## config.mk

```make
export PLATFORM = sky130hd
export DESIGN_NAME = cell_select_ctrl
export DESIGN_NICKNAME = d
export VERILOG_FILES = /design/src/rtl/cell_grid_pkg.sv /design/src/rtl/cell_axis_div.sv /design/src/rtl/cell_select_ctrl.sv
export SDC_FILE = /design/constraint.sdc
export NUM_CORES = 1
export LEC_CHECK = 0
export BUFFER_PORTS_ARGS = -buffer_cell sky130_fd_sc_hd__buf_2
export CAP_MARGIN = 20
export CELL_PAD_IN_SITES_DETAIL_PLACEMENT = 0
export CELL_PAD_IN_SITES_GLOBAL_PLACEMENT = 1
export CORE_MARGIN = 2
export CORE_UTILIZATION = 39
export DETAILED_ROUTE_END_ITERATION = 8
export HOLD_SLACK_MARGIN = 0.15
export PLACE_DENSITY = 0.84
export SYNTH_ARGS = -nofsm -noshare
export SYNTH_HDL_FRONTEND = slang
export SYNTH_SLANG_ARGS = --single-unit
```

## constraint.sdc

```tcl
create_clock -name clk_in -period 2.6 [get_ports clk_in]
set_input_delay 0.26 -clock clk_in [delete_from_list [all_inputs] [get_ports clk_in]]
set_output_delay 0.26 -clock clk_in [all_outputs]
set_load 0.01 [all_outputs]
```

## src/rtl/cell_grid_pkg.sv

```systemverilog
// Shared grid geometry, widths and controller state encoding for cell selection.
package cell_grid_pkg;

   localparam int unsigned CELL_W    = 48;
   localparam int unsigned CELL_H    = 64;
   localparam int unsigned GRID_COLS = 10;
   localparam int unsigned GRID_ROWS = 10;

   localparam int unsigned X_LIMIT = CELL_W * GRID_COLS;
   localparam int unsigned Y_LIMIT = CELL_H * GRID_ROWS;

   localparam int unsigned COORD_W = 10;
   localparam int unsigned IDX_W   = 4;

   typedef enum logic [2:0] {
      StIdle,
      StDivX,
      StDivY,
      StUpdate,
      StClick
   } state_e;

   // True when the pixel falls inside the playable grid area.
   function automatic logic in_grid(input logic [COORD_W-1:0] x, input logic [COORD_W-1:0] y);
      return (x < COORD_W'(X_LIMIT)) && (y < COORD_W'(Y_LIMIT));
   endfunction

endpackage

```

## src/rtl/cell_axis_div.sv

```systemverilog
// Iterative subtract-compare divider shared by both axes; one subtraction per step.
module cell_axis_div
   import cell_grid_pkg::*;
(
   input  logic               clk_in,
   input  logic               rst_n_in,
   input  logic               load_in,
   input  logic [COORD_W-1:0] load_val_in,
   input  logic               sel_row_in,
   input  logic               step_in,
   output logic               done_out,
   output logic [IDX_W-1:0]   q_out
);

   logic [COORD_W-1:0] rem_q, rem_d;
   logic [IDX_W-1:0]   q_q, q_d;
   logic [COORD_W-1:0] divisor;

   // Divisor select, completion flag and next remainder/quotient.
   always_comb begin
      divisor  = sel_row_in ? COORD_W'(CELL_H) : COORD_W'(CELL_W);
      done_out = (rem_q < divisor);
      rem_d    = rem_q;
      q_d      = q_q;
      if (load_in) begin
         rem_d = load_val_in;
         q_d   = '0;
      end else if (step_in && !done_out) begin
         // Quotient cannot exceed 9 because inputs are pre-filtered by in_grid.
         rem_d = rem_q - divisor;
         q_d   = q_q + IDX_W'(1);
      end
   end

   // Remainder and quotient registers.
   always_ff @(posedge clk_in or negedge rst_n_in) begin
      if (!rst_n_in) begin
         rem_q <= '0;
         q_q   <= '0;
      end else begin
         rem_q <= rem_d;
         q_q   <= q_d;
      end
   end

   assign q_out = q_q;

endmodule

```

## src/rtl/cell_select_ctrl.sv

```systemverilog
// Converts mouse samples into hover cell and one-shot click events via a shared divider.
module cell_select_ctrl
   import cell_grid_pkg::*;
(
   input  logic               clk_in,
   input  logic               rst_n_in,
   input  logic               pos_valid_in,
   output logic               pos_ready_out,
   input  logic [COORD_W-1:0] pos_x_in,
   input  logic [COORD_W-1:0] pos_y_in,
   input  logic               btn_left_in,
   output logic [IDX_W-1:0]   hover_col_out,
   output logic [IDX_W-1:0]   hover_row_out,
   output logic               hover_valid_out,
   output logic               click_valid_out,
   input  logic               click_ready_in,
   output logic [IDX_W-1:0]   click_col_out,
   output logic [IDX_W-1:0]   click_row_out
);

   state_e             state_q, state_d;
   logic [COORD_W-1:0] y_q, y_d;
   logic               in_grid_q, in_grid_d;
   logic               press_q, press_d;
   logic               btn_prev_q, btn_prev_d;
   logic [IDX_W-1:0]   col_q, col_d;
   logic [IDX_W-1:0]   row_q, row_d;
   logic [IDX_W-1:0]   hover_col_q, hover_col_d;
   logic [IDX_W-1:0]   hover_row_q, hover_row_d;
   logic               hover_valid_q, hover_valid_d;
   logic               click_valid_q, click_valid_d;
   logic [IDX_W-1:0]   click_col_q, click_col_d;
   logic [IDX_W-1:0]   click_row_q, click_row_d;

   logic               div_load;
   logic [COORD_W-1:0] div_val;
   logic               div_sel_row;
   logic               div_step;
   logic               div_done;
   logic [IDX_W-1:0]   div_q;
   logic               sample_in_grid;

   cell_axis_div u_div (
      .clk_in      (clk_in),
      .rst_n_in    (rst_n_in),
      .load_in     (div_load),
      .load_val_in (div_val),
      .sel_row_in  (div_sel_row),
      .step_in     (div_step),
      .done_out    (div_done),
      .q_out       (div_q)
   );

   // Next-state logic: accept sample, divide x then y, publish, optionally hold a click.
   always_comb begin
      state_d        = state_q;
      y_d            = y_q;
      in_grid_d      = in_grid_q;
      press_d        = press_q;
      btn_prev_d     = btn_prev_q;
      col_d          = col_q;
      row_d          = row_q;
      hover_col_d    = hover_col_q;
      hover_row_d    = hover_row_q;
      hover_valid_d  = hover_valid_q;
      click_valid_d  = click_valid_q;
      click_col_d    = click_col_q;
      click_row_d    = click_row_q;
      div_load       = 1'b0;
      div_val        = pos_x_in;
      div_sel_row    = 1'b0;
      div_step       = 1'b0;
      sample_in_grid = in_grid(pos_x_in, pos_y_in);

      case (state_q)
         StIdle: begin
            if (pos_valid_in) begin
               y_d        = pos_y_in;
               in_grid_d  = sample_in_grid;
               press_d    = btn_left_in && !btn_prev_q;
               // Edge history advances even for out-of-grid samples.
               btn_prev_d = btn_left_in;
               if (sample_in_grid) begin
                  div_load = 1'b1;
                  div_val  = pos_x_in;
                  state_d  = StDivX;
               end else begin
                  state_d = StUpdate;
               end
            end
         end
         StDivX: begin
            div_sel_row = 1'b0;
            div_step    = 1'b1;
            if (div_done) begin
               col_d    = div_q;
               div_load = 1'b1;
               div_val  = y_q;
               state_d  = StDivY;
            end
         end
         StDivY: begin
            div_sel_row = 1'b1;
            div_step    = 1'b1;
            if (div_done) begin
               row_d   = div_q;
               state_d = StUpdate;
            end
         end
         StUpdate: begin
            hover_valid_d = in_grid_q;
            if (in_grid_q) begin
               hover_col_d = col_q;
               hover_row_d = row_q;
            end
            if (press_q && in_grid_q) begin
               click_col_d   = col_q;
               click_row_d   = row_q;
               click_valid_d = 1'b1;
               state_d       = StClick;
            end else begin
               state_d = StIdle;
            end
         end
         StClick: begin
            if (click_ready_in) begin
               click_valid_d = 1'b0;
               state_d       = StIdle;
            end
         end
         default: state_d = StIdle;
      endcase
   end

   // State and datapath registers; reset drops any pending click.
   always_ff @(posedge clk_in or negedge rst_n_in) begin
      if (!rst_n_in) begin
         state_q       <= StIdle;
         y_q           <= '0;
         in_grid_q     <= 1'b0;
         press_q       <= 1'b0;
         btn_prev_q    <= 1'b0;
         col_q         <= '0;
         row_q         <= '0;
         hover_col_q   <= '0;
         hover_row_q   <= '0;
         hover_valid_q <= 1'b0;
         click_valid_q <= 1'b0;
         click_col_q   <= '0;
         click_row_q   <= '0;
      end else begin
         state_q       <= state_d;
         y_q           <= y_d;
         in_grid_q     <= in_grid_d;
         press_q       <= press_d;
         btn_prev_q    <= btn_prev_d;
         col_q         <= col_d;
         row_q         <= row_d;
         hover_col_q   <= hover_col_d;
         hover_row_q   <= hover_row_d;
         hover_valid_q <= hover_valid_d;
         click_valid_q <= click_valid_d;
         click_col_q   <= click_col_d;
         click_row_q   <= click_row_d;
      end
   end

   assign pos_ready_out   = (state_q == StIdle);
   assign hover_col_out   = hover_col_q;
   assign hover_row_out   = hover_row_q;
   assign hover_valid_out = hover_valid_q;
   assign click_valid_out = click_valid_q;
   assign click_col_out   = click_col_q;
   assign click_row_out   = click_row_q;

endmodule

```

==> results.json <==
{
  "yosys_warnings": 0,
  "p_switching_mw": 1.13,
  "initial_core_util_pct": 40.2,
  "internal_power_mw": 2.11,
  "worst_slack_ns": 0.0336,
  "hold_class": "primary input to flop",
  "grt_pass1_wl_um": 6850,
  "remaining_drc_errors": 0,
  "syn_nets": 206,
  "peakVddDrop_mv": 0.546,
  "portBuffers": 35,
  "yosys-top-cells-count": "dfrtp_1 (48), mux2_2 (31), nand2_1 (12), nor2_1 (9)",
  "tightestPinTransition_ns": 0.586,
  "insertion_delay_ns": 0.31,
  "reg2reg_slack_ns": 0.03,
  "worstPathArrival_ns": 2.80,
  "fmax_ghz": 0.390,
  "rsz0062_at_grt": "true",
  "synth_edf_count": 0,
  "cp-endpoint": "state_q[0]$_DFFE_PN0P_",
  "cts_max_path_buffers": 2,
  "total_power_mw": 3.25,
  "worstPathMaxFanout": 5,
  "whs_ns": 0.179,
  "die_y_um": 79.1,
  "vias": 1520,
  "gp_congestion": 0.753,
  "critPathLaunch": "state_q[1]$_DFFE_PN0P_",
  "fp.dieW_um": 79.1,
  "async_flop_share_pct": 100,
  "synth_most_common_cell": "dfrtp_1",
  "synth_area_leader_cell": "dfrtp_1",
  "p_seq_share_pct": 39.2,
  "ioPinCount": 44,
  "end_kind": "flop",
  "antenna_left": 0,
  "clkSlewWorstSetupHoldPaths_ns": 0.09,
  "yosys-top-cells-area": "dfrtp_1 (55%), mux2_2 (16%), ha_1 (2.3%)",
  "cts_root_buf": "clkbuf_8",
  "power_density_nw_per_um2": 1180,
  "wire_per_inst_um": 13.6,
  "die_area_um2": 6250,
  "antenna_cells": 0,
  "dr.pass1.iters": 4,
  "period_needed_ns": 2.57,
  "ys_seq_elements": 48,
  "first_global_vias": 1418,
  "critPathLaunchType": "flop",
  "required_ns": 2.83,
  "max_slew_margin_pct": 60.8,
  "leakage_nw": 1.37,
  "grt_max_degree": 26,
  "yosysUniqueCellTypes": 40,
  "syn_inst": 176,
  "rr_worst_depth": 11,
  "grt_overflow": 0,
  "final-setup-viol-count": 0,
  "ctsHtreeMaxLevel": 2,
  "syn_area_per_cell_um2": 12.5,
  "swShare_pct": 34.9,
  "fin_util_pct": 50.1,
  "grt_usage_pct": 14.3,
  "core_um2": 5470,
  "drv_cap": 0,
  "clock-sinks": 48,
  "dp_slack_ns": 0.00144,
  "drive_above_1_share_pct": 44.6,
  "synth_top_area_share_pct": 54.6,
  "hold_viol_final": 0,
  "combPwrFrac_pct": 43.2,
  "clkPwrFrac_pct": 17.6,
  "fill_cells": 500,
  "status": "finished, final reports clean",
  "synth_seq_area_share_pct": 54.6,
  "viasPerCell": 5.02,
  "r2r_end": "state_q[0]$_DFFE_PN0P_",
  "drv_slew": 0,
  "place_hpwl_um": 2990,
  "r2r-start": "state_q[1]$_DFFE_PN0P_",
  "grt_antenna_before_repair": 0,
  "wl_um": 4130,
  "area_growth_pct": 24.7,
  "synth_ff_type": "dfrtp_1",
  "cts_inserted_buffers": 5,
  "fin_nets": 260,
  "cts_tree": "built",
  "post-route-period-util_pct": 98.7,
  "crit_type": "flop to flop",
  "syn_area_um2": 2200,
  "drt_iter0_markers": 75,
  "rows": 27,
  "skew_ns": 0.00524
}
[power groups by stage]
stage / sequential, mW / clock [mW] / combinational, mW
final: 1.27 / 0.571 / 1.40
after global routing: 1.32 / 0.626 / 1.55
after CTS: 1.27 / 0.586 / 1.35
after detailed placement: 1.29 / 0 / 1.35
after global placement: 1.27 / 0 / 1.32
after floorplan: 1.27 / 0 / 0.956
[sequential cells by signal, summed over array words and instances (netlist names), 3 cells and up]
| name | cells |
|---|---|
| hover_col_out | 4 |
| y_q | 6 |
| click_row_out | 4 |
| col_q | 4 |
| hover_row_out | 4 |
| u_div.q_out | 4 |
| state_q | 3 |
| u_div.rem_q | 6 |
| click_col_out | 4 |
| row_q | 4 |
[what timing repair did]
| item | 4_1_cts | 5_1_grt |
|---|---|---|
| endpoints found under the hold margin | 24 | 0 |
| hold buffers | 2 | 0 |
| gates resized for setup | 0 | 3 |
| pin swaps | 1 | 4 |
| setup endpoints to repair | 1 | 6 |
| setup buffers | 0 | 3 |
[cells by family (layout without fill, tap and decap cells)]
kind of cell	after synthesis	after routing	synth area share (%)
adder cells (fa/ha/maj)	5	5	3.19
XOR/XNOR	5	5	1.99
AND/OR/NAND/NOR	45	45	11.3
buffers and inverters	13	68	2.79
flip-flops	48	48	54.6
multiplexers	34	34	17.2
AO/OA/AOI/OAI	26	26	8.82
[layout by cell type, fill, tap and decap left out, types with 2 or more instances in the layout]
cell	synthesis	final
a211oi_4	1	2
a21oi_1	2	2
a22o_1	2	2
and3_1	3	3
buf_2	1	35
buf_4	1	14
clkbuf_8	0	6
dfrtp_1	48	48
dlygate4sd3_1	0	2
ha_1	4	3
inv_1	8	6
inv_2	0	2
mux2_2	31	31
mux2i_1	3	3
nand2_1	12	11
nand3_1	3	3
nand3b_1	2	2
nand4_1	2	2
nor2_1	9	9
nor2b_4	0	2
nor3_1	3	3
o211ai_1	4	4
o21ai_0	8	8
or3_1	3	3
xnor2_1	3	3
xor2_1	2	2
[worst max-delay path, stage by stage (launching register included)]
cell     delay [ns]
dfrtp_1        0.39
nor2b_4        0.13
nor2b_4        0.12
inv_2          0.07
ha_4           0.13
inv_2          0.04
fa_2           0.39
a211o_1        0.36
nor3_4         0.21
buf_6          0.16
mux2_2         0.32
nor3_1         0.16
[cell type report]
| cell class | count | area (um2) | share of cell area (%) |
|---|---|---|---|
| Timing Repair Buffer | 52 | 312 | 11.4 |
| Clock inverter | 2 | 38.8 | 1.41 |
| Multi-Input combinational cell | 115 | 987 | 36.0 |
| Tap cell | 72 | 90.1 | 3.29 |
| Clock buffer | 6 | 82.6 | 3.01 |
| Inverter | 8 | 30.0 | 1.10 |
| Sequential cell | 48 | 1200 | 43.8 |
[layer usage]
metal  routed length (um)  global-route usage, %  vias up
met5                    0                      0        -
met4                   24                   4.14        0
met3                  256                   5.23        4
met2                 1950                   21.7       41
met1                 1900                   19.4      735
li1                     -                      -      740
[metrics by stage]
| step | instance area [um2] | setup TNS (ns) | std cells |
|---|---|---|---|
| final | 2740 | 0 | 303 |
| after global routing | 2740 | -0.145 | 303 |
| after CTS | 2710 | 0 | 300 |
| after detailed placement | 2560 | 0 | 290 |
| after global placement | 2560 | 0 | 290 |
| after floorplan | 2240 | -0.123 | 176 |
[worst min-delay path by stage]
stage                              endpoint  cells after the start        start  slack, ns
6_report                 y_q[4]$_DFFE_PN0P_                      2  pos_y_in[4]       0.18
5_1_grt                  y_q[4]$_DFFE_PN0P_                      2  pos_y_in[4]       0.17
4_1_cts                  y_q[4]$_DFFE_PN0P_                      2  pos_y_in[4]       0.17
3_5_place_dp   click_col_out[2]$_DFFE_PN0P_                      1     rst_n_in       0.26
3_3_place_gp   click_col_out[2]$_DFFE_PN0P_                      1     rst_n_in       0.26
2_1_floorplan        btn_prev_q$_DFFE_PN0P_                      0     rst_n_in      -0.04
(Power assumes the default switching activity.)
